<file path="config.mk">
export PLATFORM = sky130hd
export DESIGN_NAME = fetch_decode_stage
export DESIGN_NICKNAME = d
export VERILOG_FILES = /design/src/rtl/fetch_decode_stage.sv
export SDC_FILE = /design/constraint.sdc
export NUM_CORES = 1
export LEC_CHECK = 0
export ABC_AREA = 1
export CAP_MARGIN = 30
export CORE_MARGIN = 2
export CORE_UTILIZATION = 35
export DETAILED_ROUTE_END_ITERATION = 10
export PLACE_DENSITY = 0.75
export SYNTH_ARGS = -nofsm -noshare
export SYNTH_HDL_FRONTEND = slang
export SYNTH_SLANG_ARGS = --single-unit
</file>
<file path="constraint.sdc">
create_clock -name clk -period 3.63 [get_ports clk]
set_input_delay 0.9075 -clock clk [delete_from_list [all_inputs] [get_ports clk]]
set_output_delay 0.9075 -clock clk [all_outputs]
set_load 0.01 [all_outputs]
</file>
<file path="src/rtl/fetch_decode_stage.sv">
// fetch_decode_stage: the PC register, the F/D pipeline register and the
// instruction field slicer for a 32-bit RV32I-style in-order pipeline.
// Each cycle is one of three kinds: sequential, stall or redirect.
// Redirect takes priority over stall. A synchronous reset overrides both.
// Optional build macro: FD_PERF_CNT_EN adds the fetch_cnt, stall_cnt and
// flush_cnt performance counter outputs.
module fetch_decode_stage #(
  parameter logic [31:0] RESET_PC = 32'h0000_0000,
  parameter logic [31:0] NOP_INST = 32'h0000_0013
) (
  input  logic        clk,
  input  logic        rst,
  input  logic        stall,
  input  logic        next_pc_sel,
  input  logic [31:0] jb_pc,
  output logic [31:0] im_addr,
  input  logic [31:0] im_rdata,
  output logic [31:0] F_pc,
  output logic [31:0] D_pc,
  output logic [31:0] D_inst,
  output logic [23:0] D_out,
  output logic        D_valid,
  output logic        D_illegal,
  output logic        E_flush
`ifdef FD_PERF_CNT_EN
  ,
  output logic [31:0] fetch_cnt,
  output logic [31:0] stall_cnt,
  output logic [31:0] flush_cnt
`endif
);

  typedef enum logic [1:0] {
    CYC_SEQ      = 2'd0,
    CYC_STALL    = 2'd1,
    CYC_REDIRECT = 2'd2
  } cyc_e;

  cyc_e        cyc;
  logic [31:0] redirect_pc;
  logic        opcode_ok;

  // Branch/jump targets are always halfword aligned, so bit 0 is cleared.
  assign redirect_pc = jb_pc & ~32'h0000_0001;

  // Classify the cycle; redirect wins over stall.
  always_comb begin
    // NOTE: every always_comb output gets a default first, so no path can leave it unassigned and infer a latch.
    cyc = CYC_SEQ;
    if (!next_pc_sel) begin
      cyc = CYC_REDIRECT;
    end else if (stall) begin
      cyc = CYC_STALL;
    end
  end

  // PC register and F/D pipeline register update.
  always_ff @(posedge clk) begin
    // NOTE: sequential state uses non-blocking assignments, so every register samples the pre-edge values.
    if (rst) begin
      F_pc    <= RESET_PC;
      D_inst  <= NOP_INST;
      D_pc    <= 32'h0000_0000;
      D_valid <= 1'b0;
      E_flush <= 1'b0;
    end else begin
      unique case (cyc)
        CYC_REDIRECT: begin
          F_pc    <= redirect_pc;
          D_inst  <= NOP_INST;
          D_pc    <= 32'h0000_0000;
          D_valid <= 1'b0;
          E_flush <= 1'b1;
        end
        CYC_STALL: begin
          E_flush <= 1'b0;
        end
        default: begin
          F_pc    <= F_pc + 32'd4;
          D_inst  <= im_rdata;
          D_pc    <= F_pc;
          D_valid <= 1'b1;
          E_flush <= 1'b0;
        end
      endcase
    end
  end

  // The instruction memory is addressed directly by the fetch PC.
  assign im_addr = F_pc;

  // The decode word is a pure slice of the held instruction.
  assign D_out = {D_inst[30], D_inst[24:20], D_inst[19:15],
                  D_inst[14:12], D_inst[11:7], D_inst[6:2]};

  // Check the opcode against the supported major opcodes.
  always_comb begin
    opcode_ok = 1'b0;
    unique case (D_inst[6:2])
      5'b01100, 5'b00100, 5'b00000, 5'b11001, 5'b01000,
      5'b11000, 5'b01101, 5'b00101, 5'b11011: opcode_ok = 1'b1;
      default:                                opcode_ok = 1'b0;
    endcase
  end

  // An instruction is illegal only when it is real, so a bubble never is.
  assign D_illegal = D_valid & ((D_inst[1:0] != 2'b11) | ~opcode_ok);

`ifdef FD_PERF_CNT_EN
  // Exactly one counter advances in every non-reset cycle.
  always_ff @(posedge clk) begin
    if (rst) begin
      fetch_cnt <= 32'd0;
      stall_cnt <= 32'd0;
      flush_cnt <= 32'd0;
    end else begin
      unique case (cyc)
        CYC_REDIRECT: flush_cnt <= flush_cnt + 32'd1;
        CYC_STALL:    stall_cnt <= stall_cnt + 32'd1;
        default:      fetch_cnt <= fetch_cnt + 32'd1;
      endcase
    end
  end
`endif

endmodule

</file>
# ---- After elaboration in Yosys (flattened, before gate mapping)
# Memories as Yosys holds them, arrays and structs flattened. A register that Yosys moved wholly into a read port is not among the register bits.
# Index checks and enable logic that the tools add are counted.
# Widths: inputs -> output; s select.
dict set report classes {
  bitwise_logic 3
  muxes 9
  add_sub_neg 1
  eq_ne 3
}
# cell count
set op_table {}
lappend op_table {{$pmux 32 s2} 3}
lappend op_table {{$add 32x3->32 const B} 1}
lappend op_table {{$mux 5} 2}
lappend op_table {{$eq 2x1->1 const B} 1}
lappend op_table {{$eq 2x2->1 const B} 1}
lappend op_table {{$mux 1} 2}
lappend op_table {{$mux 2} 1}
lappend op_table {{$ne 2x2->1 const B} 1}
lappend op_table {{$pmux 1 s2} 1}
lappend op_table {{$and 1x1->1} 1}
lappend op_table {{$not 1->1} 1}
lappend op_table {{$or 1x1->1} 1}
dict set report totals {
  mem_bits_ro 32
  n_memories 1
  word_cells 22
  regBits 98
}
# name words word_bits rd rd_clocked_by_memory_dff write_ports line
set mem_list {}
lappend mem_list {{(no name shown)} 32 1 1 1 0 99} ;# unique case (D_inst[6:2])

# ---- Longest topological paths before layout
# Gate-level depths: netlist (run 1).
dict set report depth {
  ltp_word 6
  ltp_mapped 9
}

# ---- Least setup slack after synthesis (run 1)
# OpenSTA, ideal clock, no wires.
dict set report synth_timing {
  path_type {in2reg}
  start {in next_pc_sel}
  end {reg F_pc[14]}
  arrival_time_ns 1.752
  path_stages 7
  setup_slack_ns 1.759
  path_cell_list {buf_4 inv_2 nor2_4 buf_1 nand3_1 o211ai_1 nor2_1}
}
dict set report synth_via {
  elab_chain_cells 3
}
# item line
set synth_rtl {}
lappend synth_rtl {{from (decl)} 14} ;# input logic next_pc_sel,
lappend synth_rtl {{$mux 2 (*)} 50} ;# if (!next_pc_sel) begin
lappend synth_rtl {{$eq 2x1->1 / $eq 2x2->1 (equally long branches)} 67} ;# unique case (cyc)
lappend synth_rtl {{$pmux 32 s2} 67}
lappend synth_rtl {{to (signal assigned)} 69} ;# F_pc <= redirect_pc;
lappend synth_rtl {{to (signal assigned)} 79} ;# F_pc <= F_pc + 32'd4;
lappend synth_rtl {{to (decl)} 18} ;# output logic [31:0] F_pc,
# Every way passes the cells marked *; elsewhere a longest branch is shown, timed or not.
# A chain may end at the register's enable or synchronous reset.

# ---- Final worst setup path (run 1)
dict set report layout_timing {
  start {in stall}
  end {reg D_pc[31]}
}
dict set report layout_via {
  elab_chain_cells 4
}
# item line
set layout_rtl {}
lappend layout_rtl {{from (decl)} 13} ;# input logic stall,
lappend layout_rtl {{$mux 1 (*)} 52} ;# end else if (stall) begin
lappend layout_rtl {{$mux 2 (*)} 50}
lappend layout_rtl {{$eq 2x1->1 / $eq 2x2->1 (equally long branches)} 67}
lappend layout_rtl {{$pmux 32 s2} 67}
lappend layout_rtl {{to (signal assigned)} 81} ;# D_pc <= F_pc;
lappend layout_rtl {{to (decl)} 19} ;# output logic [31:0] D_pc,
# Marks and branches as above.

==> results of run 1 <==
worst max path at each step:
stage                     depth (start not counted)  slack (ps)   startpoint          to
final                                             6        1200        stall    D_pc[31]
after global routing                              8        1000        stall   opcode_ok
after CTS                                         6        1160        stall  D_inst[12]
after detailed placement                          8         790        stall   opcode_ok
after global placement                            8         810        stall   opcode_ok
after floorplan                                   7        1760  next_pc_sel    F_pc[14]
worst max-delay path, delay by kind of cell:
kind / cells / cell delay [ps]
AO/OA/AOI/OAI: 1 / 150
buffers and inverters: 3 / 1430
AND/OR/NAND/NOR: 2 / 210
metrics by stage:
step | instance area [um2] | hold WS, ps | worst slack [ps] | util, %
finish | 7040 | 463 | 1200 | 51.3
global route | 7040 | 486 | 996 | 51.3
CTS | 7040 | 465 | 1160 | 51.3
detailed placement | 6750 | 454 | 793 | 49.2
global placement | 6750 | 450 | 807 | 49.2
floorplan | 4880 | 483 | 1760 | -
routing by layer:
metal,track usage [%],vias up,wire [um]
met1,27.1,2200,6770
met5,0,-,0
met2,31.3,166,6890
met3,4.96,15,1150
met4,7.47,0,244
li1,-,2439,-
report_power, final:
| part | switching (mW) | internal (mW) | leakage [nW] | total (mW) |
|---|---|---|---|---|
| clock network | 0.448 | 0.470 | 0.128 | 0.918 |
| logic | 0.199 | 0.244 | 1.57 | 0.444 |
| registers | 0.0667 | 1.11 | 0.794 | 1.18 |
| total | 0.714 | 1.82 | 2.49 | 2.54 |
sequential cells by signal, summed over array words and instances, names as in the netlist:
name	count
D_valid	1
D_pc	31
F_pc	31
D_inst	32
E_flush	1
opcode_ok	1
logic make-up (layout without fill, tap and decap cells):
| logic type | count (synthesis) | count (layout) | synth area share, % |
|---|---|---|---|
| buf+inv | 122 | 274 | 15.0 |
| other cells | 1 | 3 | 0.0769 |
| fa+ha+maj | 1 | 1 | 0.257 |
| xor+xnor | 1 | 1 | 0.180 |
| flops | 97 | 97 | 39.8 |
| compound gates | 136 | 136 | 16.1 |
| simple gates | 316 | 316 | 28.5 |
layout by cell type, fill, tap and decap left out, types with 2 or more instances in the layout:
| cell type | count |
|---|---|
| clkinvlp_4 | 3 |
| inv_1 | 25 |
| o211ai_1 | 4 |
| inv_2 | 5 |
| a31oi_1 | 2 |
| o221ai_1 | 4 |
| nor4_1 | 2 |
| nand2_4 | 2 |
| buf_4 | 9 |
| clkinv_4 | 4 |
| nand2_2 | 8 |
| o21ai_0 | 23 |
| and2_1 | 2 |
| clkdlybuf4s50_1 | 217 |
| dfxtp_1 | 97 |
| nor2_2 | 4 |
| a211oi_2 | 2 |
| nor3_1 | 7 |
| conb_1 | 3 |
| nand3_1 | 36 |
| clkbuf_16 | 9 |
| nand2_1 | 197 |
| nor2_1 | 46 |
| nor2_4 | 7 |
| nand3_2 | 4 |
| a211oi_1 | 11 |
| a22oi_1 | 2 |
| a21oi_2 | 7 |
| a21oi_1 | 78 |
final cells by class:
| type | count | area share [%] |
|---|---|---|
| clock buffers | 9 | 3.20 |
| clock inverters | 7 | 0.818 |
| multi-input cells | 457 | 31.4 |
| well taps | 180 | 3.20 |
| flip-flops and latches | 97 | 27.6 |
| repair buffers | 228 | 32.2 |
| inverters | 30 | 1.60 |
==> flow_summary_export.csv, run 1 <==
group,metric,value,unit
worst_setup_path,slowest_stage,"clkdlybuf4s50_1",
timing,worst_pin_slew,651,ps
final_layout,final_cells,1008,
worst_setup_path,startpoint_type,"input pin",
timing,setup_viol,0,
die,initial_core_util,35.5,%
worst_setup_path,r2r_setup_slack,1850,ps
synth,syn_avg_cell_area,7.23,um2
clock_tree,post_cts_buffers,0,
timing,final.setup.tns,0,ps
route,initialDrtViolationCount,321,
die,core_area,0.0137,mm2
clock_tree,clockBufferDepth,2,
final_layout,layout.nets,892,
route,drc,0,
final_layout,syn_to_final_growth,44.3,%
clock_tree,clkTransAtPathRegs,70,ps
timing,slew_headroom,56.6,%
synth,ys_types,35,
synth,synth_seq_cells,97,
synth,syn_area,0.00488,mm2
synth,synth_seq_area_share,39.8,%
pwr,fin_total_pwr,2.54,mW
die,io_pins,223,
worst_setup_path,crit_path_frequent_cell,"nand2_1",
clock_tree,cts_tree,"built",
global_route,grt_max_degree,46,
route,firstDrtPassIters,5,
global_route,grt_overflow,0,
route,vias,4820,
worst_hold_path,whs_endpoint,"D_pc[19]",
synth,yosysMostFrequentCell,"nand2_1",
synth,synth_edf_count,0,
synth,synth-main-ff-cell,"dfxtp_1",
worst_setup_path,slowest_delay,670,ps
clock_tree,cts-root-buf,"clkbuf_16",
timing,hold_viol,0,
timing,skew,7.48,ps
route,drt-vias-per-instance,4.78,
worst_setup_path,crit_chain,"clkdlybuf4s50_1, nand2_1, inv_2, buf_4, nand2_1, a21oi_1",
worst_setup_path,critPathCaptureType,"register",
worst_hold_path,worstHoldPathCells,2,
timing,post-route-min-period,2430,ps
timing,fin_crit_sh,66.9,%
final_layout,antennaDiodeCount,0,
route,postRouteAntennaNets,0,
die,rows,43,
pwr,power.leakage,2.49,nW
worst_setup_path,regToRegEndpoint,"F_pc[28]",
worst_setup_path,crit_type,"in2reg",
placed_design,gp_congestion,0.861,
route,wire_per_inst,14.9,um
worst_setup_path,critPathArrivalTime,2710,ps
die,dieArea,0.0149,mm2
timing,timing.fmax,412,MHz
final_layout,fillerInstances,1319,
global_route,grt_pass1_wl,23.3,mm
pwr,vdd_ir_drop_max,0.185,mV
job,cap_violations,0,
synth,synthCells,674,
pwr,powerDensity,361,mW/mm2
synth,synth_common_cells,"nand2_1 (197), dfxtp_1 (97), a21oi_1 (78)",
worst_setup_path,worst_ep_required_time,3910,ps
synth,ys_warn_count,0,
synth,synth_top_area_share,39.8,%
placed_design,dp_cells,992,
global_route,grt_pass1_vias,4310,
die,die_w,122,um
final_layout,multi_input_comb_area,0.00221,mm2
clock_tree,htree_num_levels,3,
timing,maxSlewViolCount,0,
worst_setup_path,r2r_start,"F_pc[3]",
global_route,grt.total_usage,20.2,%
clock_tree,holdBufCountCts,0,
synth,async_flop_share,0,%
final_layout,drive_above_1_share,8.09,%
die,die_h,122,um
worst_hold_path,holdCritStartpoint,"D_pc[19]",
placed_design,dpl.hpwl,10.9,mm
clock_tree,numCtsBuffers,9,
worst_hold_path,min_path_type,"reg2reg",
synth,yosys.area.top_type,"dfxtp_1",
clock_tree,cts.sink_count,97,
worst_setup_path,rr_worst_depth,9,
timing,rsz0062_at_grt,"no",
worst_setup_path,crit_path_max_fanout,28,
outcome,outcome,"finished clean",
clock_tree,insertion_delay,350,ps
synth,synth.area.top_cells,"dfxtp_1 (40%), nand2_1 (15%), buf_4 (10%)",
placed_design,portBuffers,218,
global_route,antenna_found_initial,0,
final_layout,seqCellArea,0.00194,mm2
clock_tree,post_cts_resized,0,
route,wl,15.0,mm
(Power assumes the default switching activity.)
==> run 2: changes to the inputs <==
==> constraint.sdc (replaced) <==
create_clock -name clk -period 2.3 [get_ports clk]
set_input_delay 0.575 -clock clk [delete_from_list [all_inputs] [get_ports clk]]
set_output_delay 0.575 -clock clk [all_outputs]
set_load 0.01 [all_outputs]
==> run 2 against run 1 <==
Clock-buffer cell count stayed put. Worst hold slack worse by 9.9 ps. Sequential power grew 58%. Highest routed layer unchanged.
==> flow_summary_export.csv, run 2 (synthesized netlist as in run 1, its figures left out) <==
group,metric,value,unit
worst_setup_path,slowest_delay,620,ps
global_route,grt_pass1_vias,4374,
die,die_h,122,um
clock_tree,cts-root-buf,"clkbuf_16",
route,drt-vias-per-instance,4.77,
global_route,grt.total_usage,19.9,%
worst_setup_path,critPathArrivalTime,1500,ps
worst_setup_path,critPathCaptureType,"output pin",
pwr,clock_power_share,37.6,%
clock_tree,clkTransAtPathRegs,70,ps
timing,final.setup.tns,0,ps
worst_setup_path,crit_buf_inv,1,
clock_tree,cts_tree,"built",
timing,final.setup.worst_slack,223,ps
outcome,outcome,"finished clean",
timing,skew,4.94,ps
die,die_w,122,um
worst_setup_path,crit_type,"reg2out",
final_layout,design_area,0.00713,mm2
die,initial_core_util,35.5,%
final_layout,syn_to_final_growth,46.3,%
global_route,grt_max_degree,50,
clock_tree,cts.sink_count,97,
worst_setup_path,rr_worst_depth,9,
worst_setup_path,r2r_setup_slack,570,ps
worst_setup_path,r2r_start,"F_pc[3]",
timing,post-route-min-period,2080,ps
worst_setup_path,regToRegEndpoint,"F_pc[20]",
clock_tree,clockBufferDepth,2,
route,drc,0,
worst_setup_path,crit_chain,"clkdlybuf4s50_1",
route,initialDrtViolationCount,331,
route,firstDrtPassIters,5,
worst_setup_path,startpoint_type,"register",
timing,fin_crit_sh,90.3,%
final_layout,layout.nets,899,
clock_tree,insertion_delay,350,ps
placed_design,dp_slack,92.8,ps
timing,timing.fmax,481,MHz
clock_tree,post_cts_buffers,0,
die,io_pins,223,
route,wl,14.9,mm
clock_tree,post_cts_resized,0,
pwr,internal_power,3.01,mW
placed_design,portBuffers,218,
final_layout,top_register,"D_inst",
pwr,vdd_ir_drop_max,0.307,mV
pwr,p_sw,1.12,mW
global_route,grt_overflow,0,
worst_setup_path,cp-endpoint,"im_addr[4]",
timing,rsz0062_at_grt,"no",
final_layout,layout_common_cells,"clkdlybuf4s50_1 (217), nand2_1 (197), dfxtp_1 (97)",
worst_setup_path,slowest_stage,"clkdlybuf4s50_1",
global_route,grt_pass1_wl,23.2,mm
timing,maxSlewViolCount,0,
final_layout,top_regs,"D_inst x32, D_pc x31, F_pc x31",
global_route,antenna_found_initial,0,
worst_setup_path,cpLargestDelayFamily,"buffers and inverters",
placed_design,dpl.hpwl,10.9,mm
final_layout,final_common_cell,"clkdlybuf4s50_1",
pwr,power.leakage,2.56,nW
worst_setup_path,crit_path_max_fanout,9,
clock_tree,numCtsBuffers,9,
final_layout,fillerInstances,1318,
die,dieArea,0.0149,mm2
timing,hold_viol,0,
job,cap_violations,0,
pwr,powerDensity,578,mW/mm2
worst_setup_path,cp-startpoint,"F_pc[4]",
final_layout,antennaDiodeCount,0,
final_layout,drive_above_1_share,8.86,%
placed_design,place_area,0.00683,mm2
placed_design,gp_congestion,0.859,
die,rows,43,
route,vias,4844,
timing,setup_viol,0,
route,postRouteAntennaNets,0,
pwr,p_sw_share,27.1,%
pwr,p_seq_share,45.1,%
clock_tree,holdBufCountCts,0,
pwr,combPwrFrac,17.4,%
worst_hold_path,min_path_type,"in2reg",
worst_setup_path,path_depth,1,
route,wire_per_inst,14.7,um
clock_tree,htree_num_levels,3,
worst_setup_path,worst_ep_required_time,1730,ps
final_layout,largest_register_ffs,32,
die,core_area,0.0137,mm2
[run 2: how the worst min path moves through the flow]
stage | start | to | depth (start not counted)
2_1_floorplan | D_pc[1] | D_pc[1] | 2
3_3_place_gp | D_pc[28] | D_pc[28] | 2
3_5_place_dp | D_pc[24] | D_pc[24] | 2
4_1_cts | rst | D_pc[13] | 2
5_1_grt | rst | D_pc[13] | 2
6_report | rst | D_pc[13] | 2
[run 2: layout make-up]
cell class | instances | area [um2] | share of cell area, %
repair buffers | 235 | 2340 | 32.8
clock inverters | 7 | 78.8 | 1.10
multi-input cells | 457 | 2210 | 31.0
inverters | 30 | 113 | 1.58
flip-flops and latches | 97 | 1940 | 27.2
well taps | 180 | 225 | 3.16
clock buffers | 9 | 225 | 3.16
[run 2: through the flow]
stage	std cells	power [mW]	util [%]	hold slack (ps)
6_report	1015	4.12	52.0	453
3_5_place_dp	999	2.62	49.8	456
4_1_cts	1015	4.17	52.0	446
2_1_floorplan	676	2.24	-	483
5_1_grt	1015	4.31	52.0	460
3_3_place_gp	999	2.61	49.8	451
[run 2: worst reg2reg max path: cells and delay by family, from the launching register on]
family | cells | cell delay [ps]
AND/OR/NAND/NOR | 6 | 620
adder cells (fa/ha/maj) | 1 | 290
AO/OA/AOI/OAI | 1 | 130
flip-flops | 1 | 490
buffers and inverters | 1 | 140
[run 2: per-layer routing]
layer  part of all wire (%)  GRT usage [%]  vias to the layer above  wire length [um]
li1                       -              -                     2458                 -
met1                     45           26.5                     2192              6670
met2                     46           31.6                      183              6900
met3                    7.9           4.59                       11              1190
met4                    1.2           6.54                        0               183
met5                      0              0                        -                 0
[run 2: power by group through the flow]
| stage | Combinational, mW | Clock, mW | Sequential [mW] |
|---|---|---|---|
| 6_report | 0.716 | 1.55 | 1.86 |
| 3_5_place_dp | 0.718 | 0 | 1.90 |
| 2_1_floorplan | 0.336 | 0 | 1.90 |
| 3_3_place_gp | 0.712 | 0 | 1.90 |
| 4_1_cts | 0.722 | 1.59 | 1.86 |
| 5_1_grt | 0.777 | 1.66 | 1.87 |
==> run 3: changes to the inputs <==
--- a/config.mk
+++ b/config.mk
@@ -10,7 +10,7 @@
 export CORE_MARGIN = 2
 export CORE_UTILIZATION = 35
 export DETAILED_ROUTE_END_ITERATION = 10
-export PLACE_DENSITY = 0.75
+export PLACE_DENSITY = 0.67
 export SYNTH_ARGS = -nofsm -noshare
 export SYNTH_HDL_FRONTEND = slang
 export SYNTH_SLANG_ARGS = --single-unit
==> run 3 against run 2 <==
Non-clock buffer count rose by 4. Critical path depth did not move. Sequential share of layout area fell by 0.21 points. Critical path type unchanged. Largest cell class unchanged. Highest routed layer unchanged.
==> flow_summary_export.csv, run 3 (synthesized netlist as in run 1, its figures left out) <==
group,metric,value,unit
outcome,outcome,"finished clean",
clock_tree,cts-root-buf,"clkbuf_16",
worst_hold_path,min_path_type,"reg2reg",
pwr,powerDensity,594,mW/mm2
final_layout,layout.nets,903,
die,die_h,122,um
route,firstDrtPassIters,4,
timing,rsz0062_at_grt,"no",
die,io_pins,223,
clock_tree,numCtsBuffers,9,
final_layout,top_regs,"D_inst x32, D_pc x31, F_pc x31",
timing,maxSlewViolCount,0,
pwr,fin_total_pwr,4.27,mW
timing,hold_viol,0,
route,wire_per_inst,14.9,um
worst_setup_path,startpoint_type,"register",
clock_tree,cts.sink_count,97,
placed_design,portBuffers,218,
final_layout,top_register,"D_inst",
route,initialDrtViolationCount,266,
worst_setup_path,critPathArrivalTime,1510,ps
placed_design,gp_congestion,0.832,
die,die_w,122,um
global_route,grt.total_usage,19.9,%
global_route,antenna_found_initial,0,
clock_tree,holdBufCountCts,0,
pwr,power.leakage,2.58,nW
final_layout,antennaDiodeCount,0,
final_layout,multi_input_comb_area,0.00221,mm2
die,rows,43,
worst_setup_path,crit_type,"reg2out",
job,cap_violations,0,
timing,timing.fmax,481,MHz
timing,fin_crit_sh,90.5,%
final_layout,final_common_cell,"clkdlybuf4s50_1",
worst_setup_path,crit_chain,"clkdlybuf4s50_1",
final_layout,drive_above_1_share,9.30,%
timing,skew,5.33,ps
worst_setup_path,worst_ep_required_time,1730,ps
global_route,grt_overflow,0,
route,vias,4830,
timing,setup_viol,0,
timing,holdWs,461,ps
clock_tree,cts_tree,"built",
global_route,grt_max_degree,46,
final_layout,design_area,0.00719,mm2
clock_tree,insertion_delay,360,ps
worst_setup_path,cpLargestDelayFamily,"buffers and inverters",
final_layout,seqCellArea,0.00194,mm2
pwr,vdd_ir_drop_max,0.311,mV
final_layout,layout_common_cells,"clkdlybuf4s50_1 (217), nand2_1 (197), dfxtp_1 (97)",
die,initial_core_util,35.5,%
worst_setup_path,crit_path_max_fanout,9,
final_layout,fillerInstances,1338,
timing,final.setup.tns,0,ps
route,drt-vias-per-instance,4.74,
global_route,grt_pass1_wl,22.9,mm
worst_setup_path,slowest_stage,"clkdlybuf4s50_1",
worst_setup_path,crit_buf_inv,1,
worst_setup_path,r2r_setup_slack,560,ps
die,core_area,0.0137,mm2
worst_setup_path,slowest_delay,610,ps
clock_tree,htree_num_levels,3,
final_layout,syn_to_final_growth,47.5,%
final_layout,largest_register_ffs,32,
route,wl,15.2,mm
clock_tree,post_cts_resized,0,
placed_design,place_area,0.00686,mm2
clock_tree,post_cts_buffers,0,
die,dieArea,0.0149,mm2
route,drc,0,
clock_tree,clockBufferDepth,2,
clock_tree,clkTransAtPathRegs,70,ps
global_route,grt_pass1_vias,4296,
placed_design,dpl.hpwl,11.1,mm
route,postRouteAntennaNets,0,
timing,post-route-min-period,2080,ps
worst_setup_path,critPathCaptureType,"output pin",
[run 3: cell types whose count changed in the layout (fill, tap and decap cells not counted), sizes merged]
cell / before / now
buf: 18 / 22
clkinv: 4 / 1
clkinvlp: 0 / 3
inv: 32 / 30
bufinv: 1 / 2
clkbuf: 9 / 10
[run 3: cell type report]
type                            count  area share, %
Tap cell                          180           3.13
Clock buffer                       10           3.32
Timing Repair Buffer              239           33.0
Clock inverter                      6           1.27
Multi-Input combinational cell    457           30.7
Sequential cell                    97           27.0
Inverter                           30           1.57
[run 3: stage by stage]
stage	util (%)	instances	setup WS, ps
after global placement	50.0	1003	109
after floorplan	-	676	761
final	52.4	1019	219
after CTS	52.4	1019	198
after global routing	52.4	1019	147
after detailed placement	50.0	1003	82.5
[run 3: path summary, 6_finish.rpt]
path                  from         end  cells after the start
setup reg to reg   F_pc[3]    F_pc[20]                      9
setup / recovery   F_pc[4]  im_addr[4]                      1
hold reg to reg   D_pc[15]    D_pc[15]                      2
hold / removal    D_pc[15]    D_pc[15]                      2
[run 3: where the power goes]
part	switching, mW	internal, mW	total, mW
logic	0.324	0.404	0.727
clock network	0.703	0.985	1.69
registers	0.0996	1.75	1.85
total	1.13	3.14	4.27
[run 3: layer usage]
layer | vias up | global-route usage, % | share of wire (%)
met4 | 0 | 5.68 | 1.1
met3 | 12 | 6.04 | 7.7
met5 | - | 0 | 0
met2 | 154 | 31.3 | 46
li1 | 2462 | - | -
met1 | 2202 | 26.5 | 46
